===== src/rtl/ghost_regbank.sv =====
// Bank of NREG host registers with per-register strobes, a host/fabric RAM window,
// a fixed-latency host read pipeline and a saturating unmapped-access counter.
module ghost_regbank #(
    parameter int             AW        = 24,
    parameter int             DW        = 32,
    parameter int             GW        = 8,
    parameter int             NREG      = 4,
    parameter logic [GW-1:0]  RESET_VAL = 8'h42,
    parameter int             RW        = 4,
    parameter int             RD        = 8,
    parameter int             RAM_BASE  = 'h40,
    parameter int             RDELAY    = 1
) (
    input  logic                   clk,
    input  logic                   rst,
    input  logic [AW-1:0]          bus_addr,
    input  logic [DW-1:0]          bus_wdata,
    input  logic                   bus_we,
    input  logic                   bus_re,
    output logic [DW-1:0]          bus_rdata,
    output logic                   bus_rvalid,
    output logic [NREG*GW-1:0]     reg_q,
    output logic [NREG-1:0]        reg_ws,
    output logic [NREG-1:0]        reg_rs,
    input  logic [$clog2(RD)-1:0]  loc_addr,
    output logic [RW-1:0]          loc_rdata,
    output logic [7:0]             err_cnt
);
    localparam int             AB         = $clog2(RD);
    localparam logic [AW-1:0]  RAM_BASE_A = AW'(RAM_BASE);

    logic [NREG-1:0]          reg_hit;
    logic                     ram_hit;
    logic                     unmapped;
    logic [AB-1:0]            ram_idx;
    logic [DW-1:0]            rd_data;
    logic [DW-1:0]            unused_wdata;

    logic [NREG*GW-1:0]       regs_q, regs_d;
    logic [NREG-1:0]          ws_q, ws_d;
    logic [NREG-1:0]          rs_q, rs_d;
    logic [7:0]               err_q, err_d;
    logic [RW-1:0]            loc_rdata_q, loc_rdata_d;
    logic [RDELAY-1:0]        pv_q, pv_d;
    logic [RDELAY-1:0][DW-1:0] pd_q, pd_d;
    logic [RDELAY:0]          v_chain;
    logic [RDELAY:0][DW-1:0]  d_chain;

    logic [RW-1:0]            ram_mem [RD];

    assign unused_wdata = bus_wdata;

    // The RAM window is aligned to RD, so its decode is a compare of the upper address bits.
    assign ram_hit  = (bus_addr[AW-1:AB] == RAM_BASE_A[AW-1:AB]);
    assign ram_idx  = bus_addr[AB-1:0];
    assign unmapped = ~(|reg_hit) & ~ram_hit;

    genvar gi;
    generate
        for (gi = 0; gi < NREG; gi++) begin : g_hit
            assign reg_hit[gi] = (bus_addr == AW'(gi));
        end
    endgenerate

    always_comb begin
        regs_d = regs_q;
        for (int i = 0; i < NREG; i++) begin
            if (bus_we && reg_hit[i]) begin
                regs_d[i*GW +: GW] = bus_wdata[GW-1:0];
            end
        end
    end

    always_comb begin
        rd_data = '0;
        if (ram_hit) begin
            rd_data = DW'(ram_mem[ram_idx]);
        end
        for (int i = 0; i < NREG; i++) begin
            if (reg_hit[i]) begin
                rd_data = DW'(regs_q[i*GW +: GW]);
            end
        end
    end

    // Stage data only moves with a valid token, so the last stage holds its last read.
    always_comb begin
        v_chain = {pv_q, bus_re};
        d_chain = {pd_q, rd_data};
        pv_d    = '0;
        pd_d    = pd_q;
        for (int i = 0; i < RDELAY; i++) begin
            pv_d[i] = v_chain[i];
            if (v_chain[i]) begin
                pd_d[i] = d_chain[i];
            end
        end
    end

    always_comb begin
        ws_d        = bus_we ? reg_hit : '0;
        rs_d        = bus_re ? reg_hit : '0;
        err_d       = err_q;
        loc_rdata_d = ram_mem[loc_addr];
        if ((bus_we || bus_re) && unmapped && (err_q != 8'hFF)) begin
            err_d = err_q + 8'd1;
        end
    end

    always_ff @(posedge clk or posedge rst) begin
        if (rst) begin
            regs_q      <= {NREG{RESET_VAL}};
            ws_q        <= '0;
            rs_q        <= '0;
            err_q       <= '0;
            loc_rdata_q <= '0;
            pv_q        <= '0;
            pd_q        <= '0;
        end else begin
            regs_q      <= regs_d;
            ws_q        <= ws_d;
            rs_q        <= rs_d;
            err_q       <= err_d;
            loc_rdata_q <= loc_rdata_d;
            pv_q        <= pv_d;
            pd_q        <= pd_d;
        end
    end

    always_ff @(posedge clk) begin
        if (bus_we && ram_hit) begin
            ram_mem[ram_idx] <= bus_wdata[RW-1:0];
        end
    end

    assign reg_q      = regs_q;
    assign reg_ws     = ws_q;
    assign reg_rs     = rs_q;
    assign err_cnt    = err_q;
    assign loc_rdata  = loc_rdata_q;
    assign bus_rvalid = pv_q[RDELAY-1];
    assign bus_rdata  = pd_q[RDELAY-1];
endmodule


===== config.mk =====
export PLATFORM = sky130hd
export DESIGN_NAME = ghost_regbank
export DESIGN_NICKNAME = d
export VERILOG_FILES = /design/src/rtl/ghost_regbank.sv
export SDC_FILE = /design/constraint.sdc
export NUM_CORES = 1
export LEC_CHECK = 0
export BUFFER_PORTS_ARGS = -buffer_cell sky130_fd_sc_hd__buf_2
export CAP_MARGIN = 5
export CORE_MARGIN = 8
export CORE_UTILIZATION = 50
export CTS_CLUSTER_SIZE = 25
export DETAILED_ROUTE_END_ITERATION = 8
export PLACE_DENSITY = 0.85
export SYNTH_ARGS = -nofsm -noshare
export SYNTH_HDL_FRONTEND = slang
export SYNTH_SLANG_ARGS = --single-unit

===== constraint.sdc =====
create_clock -name clk -period 2.35 [get_ports clk]
set_clock_uncertainty 0.2 [all_clocks]
set_input_delay 0.235 -clock clk [delete_from_list [all_inputs] [get_ports clk]]
set_output_delay 0.235 -clock clk [all_outputs]
set_load 0.02 [all_outputs]

* Word-level counts from Yosys, hierarchy flattened
Memories as Yosys holds them, arrays and structs flattened. A register that Yosys moved wholly into a read port is not among the register bits.
Cells that the tools add are included.
** Cells by class
- Mux-type cells :: 9
- Bitwise operators :: 3
- Eq/ne operators :: 5
- $add $sub $neg :: 1
- Reduce and logical (&&, ||, !) cells :: 10
** Operator list (count)
- $mux 32 :: 4
- $eq 24x2->1 const B :: 2
- $eq 24x1->1 const B :: 1
- $logic_not 24->1 :: 1
- $eq 21x4->1 const B :: 1
- $mux 4 :: 3
- $add 8x1->8 const B :: 1
- $ne 8x8->1 const B :: 1
- $logic_and 1x1->1 :: 7
- $reduce_or 4->1 :: 1
- $mux 1 :: 2
- $not 1->1 :: 2
- $and 1x1->1 :: 1
- $logic_or 1x1->1 :: 1
** Word-level totals
- Output and inout port bits :: 85
- Memory bits (writable) :: 32
- Bits in registers :: 81
- Memories kept :: 1
- Logic and storage cells :: 38
** Memory list
- ram_mem :: depth 8, bits a word 4, read ports 2, clocked after memory_dff 1, write ports 1, line 49 : logic [RW-1:0] ram_mem [RD];

* Logic depth before layout (Yosys ltp)
Gate-level depths: netlist of run 1.
- Depth in word-level cells :: 6
- Depth in mapped cells :: 8
- Mapped depth without buffers :: 5

* Worst setup path after synthesis of run 1
OpenSTA, ideal clock, no wires.
- Path type :: input port to flip-flop
- Start :: input port bus_addr[13]
- End :: memory ram_mem[2][0], enable pin
- Stages on the path :: 5
- Library setup time :: 329 ps
- Data arrival time :: 1733 ps
- Data required time :: 1821 ps
- Path slack :: 88 ps
- Cell sequence :: or4_4 nor2_4 nand3_4 or3b_2 nor2_1
** On the way
- Longest elaborated chain between the ends :: 4
** RTL lines
- start: declaration :: line 16 : input logic [AW-1:0] bus_addr,
- $eq 21x4->1 :: line 54 : assign ram_hit = (bus_addr[AW-1:AB] == RAM_BASE_A[AW-1:AB]);
- $logic_and 1x1->1 :: line 131 : if (bus_we && ram_hit) begin
- $mux 1 :: line 131
- $mux 1 (not written as such) :: line 132 : ram_mem[ram_idx] <= bus_wdata[RW-1:0];
- end: declaration :: line 49
Every way passes these cells.

* Final worst setup path of run 1
- Start :: input port bus_addr[13]
- End :: memory ram_mem[1][0], enable pin
The elaborated chain is that of the path after synthesis.

==> results of run 1 <==
-- area by class of cell --
type | instances | area, µm²
Timing Repair Buffer | 135 | 818
Inverter | 4 | 15.0
Tap cell | 108 | 135
Antenna cell | 1 | 2.50
Clock inverter | 3 | 21.3
Sequential cell | 93 | 2500
Multi-Input combinational cell | 194 | 1710
Clock buffer | 13 | 191
Fill cell | 635 | 3240
-- metrics by stage --
stage / utilization, % / setup TNS, ps
global placement: 59.2 / -793
floorplan: - / 0
CTS: 62.4 / 0
detailed placement: 59.2 / -1600
global route: 62.4 / 0
finish: 62.5 / 0
-- state kept, by name (all words and copies together) (netlist names) --
signal      flops
reg_ws          4
bus_rdata       8
bus_rvalid      1
reg_rs          4
loc_rdata       4
err_cnt         8
reg_q          32
ram_mem        32
-- synthesized netlist by cell type, types with 2 or more instances --
library cell / number / share of area (%)
sky130_fd_sc_hd__a211o_1: 4 / 0.80
sky130_fd_sc_hd__a211oi_1: 2 / 0.34
sky130_fd_sc_hd__a21oi_1: 2 / 0.23
sky130_fd_sc_hd__a31oi_1: 2 / 0.28
sky130_fd_sc_hd__a32o_1: 2 / 0.46
sky130_fd_sc_hd__and3_1: 4 / 0.57
sky130_fd_sc_hd__buf_2: 4 / 0.46
sky130_fd_sc_hd__buf_4: 24 / 4.1
sky130_fd_sc_hd__buf_6: 2 / 0.51
sky130_fd_sc_hd__clkbuf_1: 9 / 0.77
sky130_fd_sc_hd__dfrtp_1: 53 / 30
sky130_fd_sc_hd__dfstp_2: 8 / 4.8
sky130_fd_sc_hd__edfxtp_1: 32 / 22
sky130_fd_sc_hd__inv_1: 4 / 0.34
sky130_fd_sc_hd__mux2_2: 23 / 5.9
sky130_fd_sc_hd__mux2_4: 16 / 5.5
sky130_fd_sc_hd__mux2i_1: 7 / 1.6
sky130_fd_sc_hd__mux4_2: 15 / 7.7
sky130_fd_sc_hd__nand2_1: 11 / 0.94
sky130_fd_sc_hd__nand3_1: 4 / 0.46
sky130_fd_sc_hd__nand4_1: 6 / 0.85
sky130_fd_sc_hd__nor2_1: 14 / 1.2
sky130_fd_sc_hd__nor2_2: 2 / 0.28
sky130_fd_sc_hd__nor2b_1: 7 / 1.0
sky130_fd_sc_hd__nor3_1: 7 / 0.80
sky130_fd_sc_hd__nor4_1: 5 / 0.71
sky130_fd_sc_hd__o221ai_1: 4 / 0.80
sky130_fd_sc_hd__o22ai_1: 2 / 0.28
sky130_fd_sc_hd__o2bb2ai_1: 4 / 0.80
sky130_fd_sc_hd__or3_1: 3 / 0.43
sky130_fd_sc_hd__or4_4: 2 / 0.51
sky130_fd_sc_hd__xnor2_1: 6 / 1.2
-- how the worst min path moves through the flow --
stage                       startpoint             to  depth (start not counted)
after floorplan                 bus_re     bus_rvalid                          0
after global placement             rst      reg_q[23]                          2
after detailed placement           rst       reg_q[7]                          2
after CTS                  loc_addr[2]   loc_rdata[3]                          2
after global routing       loc_addr[2]   loc_rdata[3]                          2
final                     bus_wdata[1]  ram_mem[1][1]                          1
-- metal layers --
layer  part of all wire [%]  track usage (%)
met1                     38             21.2
met4                    1.6             6.65
met3                     10             5.45
met5                      0                0
met2                     50             30.7
-- power groups by stage --
stage	sequential (µW)	combinational [µW]	clock, µW
after floorplan	1930	276	0
after global placement	1850	489	0
after detailed placement	1860	511	0
after CTS	1830	519	1100
after global routing	1840	560	1170
final	1830	516	1090
-- worst reg2reg max path, cell delays in order (launching register included) --
cell                       delay [ps]
sky130_fd_sc_hd__dfrtp_1          460
sky130_fd_sc_hd__and4_1           250
sky130_fd_sc_hd__a41oi_1          200
sky130_fd_sc_hd__a21boi_2         390
sky130_fd_sc_hd__mux2_2           380
-- logic make-up after synthesis --
| kind of cell | after synthesis | synth area share [%] |
|---|---|---|
| XOR/XNOR | 7 | 1.39 |
| flip-flops | 93 | 56.8 |
| multiplexers | 61 | 20.6 |
| adder cells (fa/ha/maj) | 1 | 0.285 |
| buffers and inverters | 44 | 6.26 |
| other | 1 | 0.0853 |
| AND/OR/NAND/NOR | 73 | 9.42 |
| AO/OA/AOI/OAI | 28 | 5.12 |
-- timing repair --
action	in CTS	in global routing
endpoints found under the setup margin	0	5
hold endpoints to repair	32	0
resized for setup	0	1
hold buffers	6	0
==> tab_implementation.tex, run 1 <==
\begin{tabular}{lr}
\hline
Metric & Value \\
\hline
\multicolumn{2}{l}{\textbf{Global routing}} \\
\quad Antenna violations before repair & 0 \\
\quad Vias in the first global route & 3293 \\
\quad Wire length of the first global-routing pass & 16600 µm \\
\quad Maximum number of pins on one net before global-route repair & 41 \\
\quad Total routing resource utilization after global routing & 18.1\% \\
\quad GRT Residual Overflow & 0 \\
\multicolumn{2}{l}{\textbf{Power}} \\
\quad Relative contribution of the clock network to total power & 31.7\% \\
\quad Net switching power of the design & 939 µW \\
\quad Fraction of power spent switching nets & 27.4\% \\
\quad Leakage & 0.00255 µW \\
\quad Worst-case vdd ir drop & 0.661 mV \\
\quad Fraction of power consumed by sequential logic & 53.3\% \\
\quad Internal power of the cells & 2490 µW \\
\quad Areal power density over the cells & 636 nW/µm² \\
\quad Overall Power & 3430 µW \\
\quad Comb pwr share & 15.0\% \\
\multicolumn{2}{l}{\textbf{Logic synthesis}} \\
\quad Number of distinct standard cells referenced by the synthesized netlist & 50 \\
\quad Number of storage elements in the synthesis netlist & 93 \\
\quad Area of the mapped netlist & 4400 µm² \\
\quad Synth Warn \# & 0 \\
\quad Number of instances in the synthesized netlist & 308 \\
\quad Proportion of synthesized chip area in sequential cells & 56.8\% \\
\quad Proportion of register bits with asynchronous set or reset after synthesis & 65.6\% \\
\quad Leading register cell type out of synthesis & sky130\_fd\_sc\_hd\_\_dfrtp\_1 \\
\quad Post-synthesis average cell area & 14.3 µm² \\
\quad Count of flip-flops with a built-in enable after synthesis & 32 \\
\multicolumn{2}{l}{\textbf{Floorplan}} \\
\quad Die Ht & 110 µm \\
\quad Top-level I/O count & 148 \\
\quad Number of core rows & 34 \\
\quad Starting Density & 50.9\% \\
\quad Horizontal extent of the die & 110 µm \\
\quad Area of the die & 12100 µm² \\
\quad Core outline area & 8640 µm² \\
\multicolumn{2}{l}{\textbf{STA}} \\
\quad Hold\_ws & 30.2 ps \\
\quad Crit share post-route & 92.0\% \\
\quad Setup Viol. Count Final & 0 \\
\quad Final critical delay including setup and external delays & 2160 ps \\
\quad Highest Clock Rate & 0.462 GHz \\
\quad Hold Violations, Final & 0 \\
\quad Minimum setup slack in the final design & 187 ps \\
\quad Number of max-slew violations in the final report & 0 \\
\quad Unrepaired setup endpoints after global routing & false \\
\multicolumn{2}{l}{\textbf{Setup path}} \\
\quad Buffering stage count on the worst path with inverters included & 3 \\
\quad Reg2Reg Capture Point & err\_cnt[1] \\
\quad Worst setup startpoint & bus\_addr[13] \\
\quad Depth of the critical timing path with buffers and inverters included & 7 \\
\quad FF-to-FF setup slack & 360 ps \\
\quad Worst reg2reg path depth & 4 \\
\quad Endpoint required time on the critical path & 2230 ps \\
\quad Kind of cell adding the most delay to the critical path & simple AND/OR/NAND/NOR gates \\
\quad Arrival time at the worst endpoint & 2040 ps \\
\quad Launch point of the worst reg-to-reg path & err\_cnt[2] \\
\quad Crit path top cell by count & sky130\_fd\_sc\_hd\_\_buf\_4 \\
\quad Setup Crit Path Kind & input port to flip-flop \\
\quad Ordered list of cells on the worst path & buf\_2 -> or4\_4 -> nor2\_4 -> nand4\_1 -> buf\_4 -> nor3\_1 -> buf\_4 \\
\quad Cell with the biggest individual delay on the critical path & sky130\_fd\_sc\_hd\_\_or4\_4 \\
\quad Type of destination of the critical path & flip-flop \\
\quad Highest cell delay on the worst timing path & 540 ps \\
\quad Maximum fanout along the worst path & 3 \\
\quad Crit path launch type & input port \\
\quad Setup crit end & ram\_mem[1][0] \\
\multicolumn{2}{l}{\textbf{Route}} \\
\quad Number of nets still failing antenna checks after routing & 0 \\
\quad Total routed wirelength & 10800 µm \\
\quad Number of remaining DRC errors & 0 \\
\quad Number of vias per cell & 5.66 \\
\quad Overall via count from detail\_route & 3119 \\
\quad Routed wirelength normalized by instance count & 19.6 µm \\
\quad Starting DRT DRC Count & 251 \\
\quad Number of search-and-repair iterations in the first detailed-routing pass & 5 \\
\multicolumn{2}{l}{\textbf{Placed design}} \\
\quad Count of placed standard cells including taps & 528 \\
\quad Area post-placement & 5120 µm² \\
\quad GP Congestion & 0.792 \\
\quad IO Port Bufs & 99 \\
\quad Pre-CTS worst setup slack & -139 ps \\
\quad Half-perimeter wire length after detailed placement & 8070 µm \\
\multicolumn{2}{l}{\textbf{Min path}} \\
\quad Min-Delay Path Class & input port to flip-flop \\
\multicolumn{2}{l}{\textbf{CTS}} \\
\quad CTS HTree Levels & 3 \\
\quad TritonCTS Sinks & 93 \\
\quad Root buf cell & sky130\_fd\_sc\_hd\_\_clkbuf\_8 \\
\quad Number of buffers on the longest clock path & 2 \\
\quad TritonCTS clock tree & yes \\
\quad Post-CTS clock slew at the launch and capture registers of the worst setup and hold paths & 90 ps \\
\quad Number of clock buffers inserted by TritonCTS & 9 \\
\quad Clk Latency, worst-skew pair & 360 ps \\
\quad Post-CTS Setup Repair Bufs & 0 \\
\multicolumn{2}{l}{\textbf{Final layout}} \\
\quad Post-layout net count & 501 \\
\quad Fin cells & 551 \\
\quad Leading cell type in the layout, fill and taps excluded & sky130\_fd\_sc\_hd\_\_buf\_2 \\
\quad Most frequent cells in the layout & sky130\_fd\_sc\_hd\_\_buf\_2, sky130\_fd\_sc\_hd\_\_dfrtp\_1, sky130\_fd\_sc\_hd\_\_edfxtp\_1 \\
\quad Layout Area Growth over Synthesis & 22.7\% \\
\quad Final design instance area without fill & 5400 µm² \\
\quad Ratio of cells with drive above 1 in the final layout & 49.1\% \\
\multicolumn{2}{l}{\textbf{Run status}} \\
\quad Status & finished clean \\
\multicolumn{2}{l}{\textbf{Run}} \\
\quad Max-capacitance violation count & 0 \\
\hline
\end{tabular}
Note: power is estimated with default switching activity, not from simulation.
==> run 2: changes to the inputs <==
--- a/config.mk
+++ b/config.mk
@@ -12,6 +12,8 @@
 export CTS_CLUSTER_SIZE = 25
 export DETAILED_ROUTE_END_ITERATION = 8
 export PLACE_DENSITY = 0.85
+export REMOVE_ABC_BUFFERS = 1
+export SKIP_LAST_GASP = 1
 export SYNTH_ARGS = -nofsm -noshare
 export SYNTH_HDL_FRONTEND = slang
 export SYNTH_SLANG_ARGS = --single-unit
==> tab_implementation.tex, run 2 (synthesis gave the netlist of run 1 again) <==
\begin{tabular}{lr}
\hline
Metric & Value \\
\hline
\multicolumn{2}{l}{\textbf{Placed design}} \\
\quad Pre-CTS worst setup slack & -85.1 ps (was -139 ps) \\
\quad GP Congestion & 0.854 (was 0.792) \\
\quad IO Port Bufs & 99 (unchanged) \\
\quad Half-perimeter wire length after detailed placement & 7930 µm (was 8070 µm) \\
\multicolumn{2}{l}{\textbf{Route}} \\
\quad Total routed wirelength & 10600 µm (was 10800 µm) \\
\quad WL met1 & 4180 µm (was 4140 µm) \\
\quad Routed wirelength normalized by instance count & 19.3 µm (was 19.6 µm) \\
\quad Starting DRT DRC Count & 230 (was 251) \\
\quad Number of remaining DRC errors & 0 (unchanged) \\
\quad Met2 WL post-DR & 5120 µm (was 5420 µm) \\
\quad Highest Signal Layer & met4 (unchanged) \\
\quad Number of search-and-repair iterations in the first detailed-routing pass & 4 (was 5) \\
\quad Number of vias per cell & 5.52 (was 5.66) \\
\quad Number of nets still failing antenna checks after routing & 0 (unchanged) \\
\quad Routed wl met3 & 1090 µm (was 1080 µm) \\
\quad Overall via count from detail\_route & 3047 (was 3119) \\
\multicolumn{2}{l}{\textbf{Run status}} \\
\quad Status & finished clean (unchanged) \\
\multicolumn{2}{l}{\textbf{STA}} \\
\quad Minimum setup slack in the final design & 204 ps (was 187 ps) \\
\quad Least-Margin Pin Slew & 588 ps \\
\quad Headroom to the max-slew limit & 60.7\% \\
\quad Number of max-slew violations in the final report & 0 (unchanged) \\
\quad Hold\_ws & 14.5 ps (was 30.2 ps) \\
\quad Unrepaired setup endpoints after global routing & false (unchanged) \\
\quad Highest Clock Rate & 0.466 GHz (was 0.462 GHz) \\
\quad Setup Viol. Count Final & 0 (unchanged) \\
\quad Crit share post-route & 91.3\% (was 92.0\%) \\
\quad Hold Violations, Final & 0 (unchanged) \\
\quad Final critical delay including setup and external delays & 2150 ps (was 2160 ps) \\
\multicolumn{2}{l}{\textbf{Power}} \\
\quad Leakage & 0.00253 µW (was 0.00255 µW) \\
\quad Comb pwr share & 15.5\% (was 15.0\%) \\
\quad Internal power of the cells & 2330 µW (was 2490 µW) \\
\quad Worst-case vdd ir drop & 0.451 mV (was 0.661 mV) \\
\quad Overall Power & 3290 µW (was 3430 µW) \\
\quad Areal power density over the cells & 615 nW/µm² (was 636 nW/µm²) \\
\quad Fraction of power consumed by sequential logic & 55.3\% (was 53.3\%) \\
\quad Net switching power of the design & 959 µW (was 939 µW) \\
\quad Fraction of power spent switching nets & 29.1\% (was 27.4\%) \\
\quad Relative contribution of the clock network to total power & 29.2\% (was 31.7\%) \\
\multicolumn{2}{l}{\textbf{CTS}} \\
\quad CTS HTree Levels & 3 (unchanged) \\
\quad Root buf cell & sky130\_fd\_sc\_hd\_\_clkbuf\_8 (unchanged) \\
\quad TritonCTS Sinks & 93 (unchanged) \\
\quad Number of buffers on the longest clock path & 2 (unchanged) \\
\quad TritonCTS clock tree & yes (unchanged) \\
\quad Post-CTS clock slew at the launch and capture registers of the worst setup and hold paths & 90 ps (about the same) \\
\quad Clk Latency, worst-skew pair & 360 ps (about the same) \\
\quad Number of clock buffers inserted by TritonCTS & 9 (unchanged) \\
\multicolumn{2}{l}{\textbf{Global routing}} \\
\quad Vias in the first global route & 3232 (was 3293) \\
\quad Wire length of the first global-routing pass & 16400 µm (was 16600 µm) \\
\quad Total routing resource utilization after global routing & 18.0\% (was 18.1\%) \\
\quad GRT Residual Overflow & 0 (unchanged) \\
\quad Maximum number of pins on one net before global-route repair & 62 (was 41) \\
\quad Antenna violations before repair & 0 (unchanged) \\
\multicolumn{2}{l}{\textbf{Final layout}} \\
\quad Count of antenna diodes in the layout & 0 (was 1) \\
\quad Layout Area Growth over Synthesis & 21.8\% (was 22.7\%) \\
\quad Count of fill cells added during filler insertion & 651 (was 635) \\
\quad Post-layout net count & 503 (was 501) \\
\quad Area used by sequential logic in the layout & 2500 µm² (unchanged) \\
\quad Most frequent cells in the layout & sky130\_fd\_sc\_hd\_\_buf\_2, sky130\_fd\_sc\_hd\_\_dfrtp\_1, sky130\_fd\_sc\_hd\_\_edfxtp\_1 (unchanged) \\
\quad Leading cell type in the layout, fill and taps excluded & sky130\_fd\_sc\_hd\_\_buf\_2 (unchanged) \\
\quad Ratio of cells with drive above 1 in the final layout & 48.4\% (was 49.1\%) \\
\quad Area used by multi-input combinational logic & 1710 µm² (about the same) \\
\multicolumn{2}{l}{\textbf{Setup path}} \\
\quad Highest cell delay on the worst timing path & 530 ps (was 540 ps) \\
\quad Arrival time at the worst endpoint & 2190 ps (was 2040 ps) \\
\quad Setup Crit Path Kind & flip-flop to flip-flop (was input port to flip-flop) \\
\quad Maximum fanout along the worst path & 8 (was 3) \\
\quad FF-to-FF setup slack & 200 ps (was 360 ps) \\
\quad Crit path launch type & flip-flop (was input port) \\
\quad Cell with the biggest individual delay on the critical path & sky130\_fd\_sc\_hd\_\_a21boi\_1 (was sky130\_fd\_sc\_hd\_\_or4\_4) \\
\quad Endpoint required time on the critical path & 2390 ps (was 2230 ps) \\
\quad Ordered list of cells on the worst path & and4\_1 -> a41oi\_1 -> a21boi\_1 -> mux2\_2 (was buf\_2 -> or4\_4 -> nor2\_4 -> nand4\_1 -> buf\_4 -> nor3\_1 -> buf\_4) \\
\quad Type of destination of the critical path & flip-flop (unchanged) \\
\multicolumn{2}{l}{\textbf{Floorplan}} \\
\quad Die Ht & 110 µm (unchanged) \\
\quad Horizontal extent of the die & 110 µm (unchanged) \\
\quad Core outline area & 8640 µm² (unchanged) \\
\quad Starting Density & 50.9\% (unchanged) \\
\quad Top-level I/O count & 148 (unchanged) \\
\quad Area of the die & 12100 µm² (unchanged) \\
\quad Number of core rows & 34 (unchanged) \\
\multicolumn{2}{l}{\textbf{Min path}} \\
\quad Min-Delay Path Class & input port to flip-flop (unchanged) \\
\multicolumn{2}{l}{\textbf{Run}} \\
\quad Max-capacitance violation count & 0 (unchanged) \\
\hline
\end{tabular}
## run 2: through the flow
| stage | util (%) | TNS, ps | instance area [µm²] | instances |
|---|---|---|---|---|
| 6_report | 62.0 | 0 | 5360 | 552 |
| 2_1_floorplan | - | 0 | 4220 | 291 |
| 3_5_place_dp | 59.1 | -1880 | 5100 | 528 |
| 5_1_grt | 62.0 | 0 | 5360 | 552 |
| 4_1_cts | 62.0 | 0 | 5360 | 552 |
| 3_3_place_gp | 59.1 | -698 | 5100 | 528 |
## run 2: cell type report
| class | count | share of cell area (%) |
|---|---|---|
| repair buffers | 137 | 15.4 |
| well taps | 108 | 2.52 |
| flip-flops and latches | 93 | 46.6 |
| inverters | 4 | 0.280 |
| clock inverters | 7 | 0.911 |
| clock buffers | 9 | 2.31 |
| multi-input cells | 194 | 31.9 |
## run 2: per-layer routing
layer / up-vias / GRT usage [%]
li1: 1369 / -
met1: 1503 / 22.5
met2: 152 / 28.9
met3: 23 / 4.45
met4: 0 / 8.39
met5: - / 0
## run 2: worst paths after layout
check,from,endpoint,depth (start not counted)
hold reg to reg,bus_rdata[6],bus_rdata[6],1
min in group asynchronous,rst,err_cnt[4],4
hold / removal,bus_wdata[3],ram_mem[4][3],1
max in group asynchronous,rst,reg_q[25],4
setup reg to reg,err_cnt[2],err_cnt[1],4
setup / recovery,err_cnt[2],err_cnt[1],4
## run 2: critical path: cells and delay by family (launching register included)
family / cells / cell delay [ps]
AO/OA/AOI/OAI: 2 / 740
flip-flops: 1 / 450
multiplexers: 1 / 400
AND/OR/NAND/NOR: 1 / 250
## run 2: timing repair
item / 4_1_cts / 5_1_grt
buffers inserted: 0 / 0
gates resized for setup: 0 / 0
endpoints found under the hold margin: 80 / 0
hold buffers: 8 / 0
## run 2: power by group through the flow
stage / Combinational [µW] / Clock, µW / Sequential [µW]
floorplan: 219 / 0 / 1930
global placement: 491 / 0 / 1850
detailed placement: 501 / 0 / 1860
CTS: 515 / 982 / 1820
global route: 559 / 1060 / 1840
finish: 511 / 961 / 1820
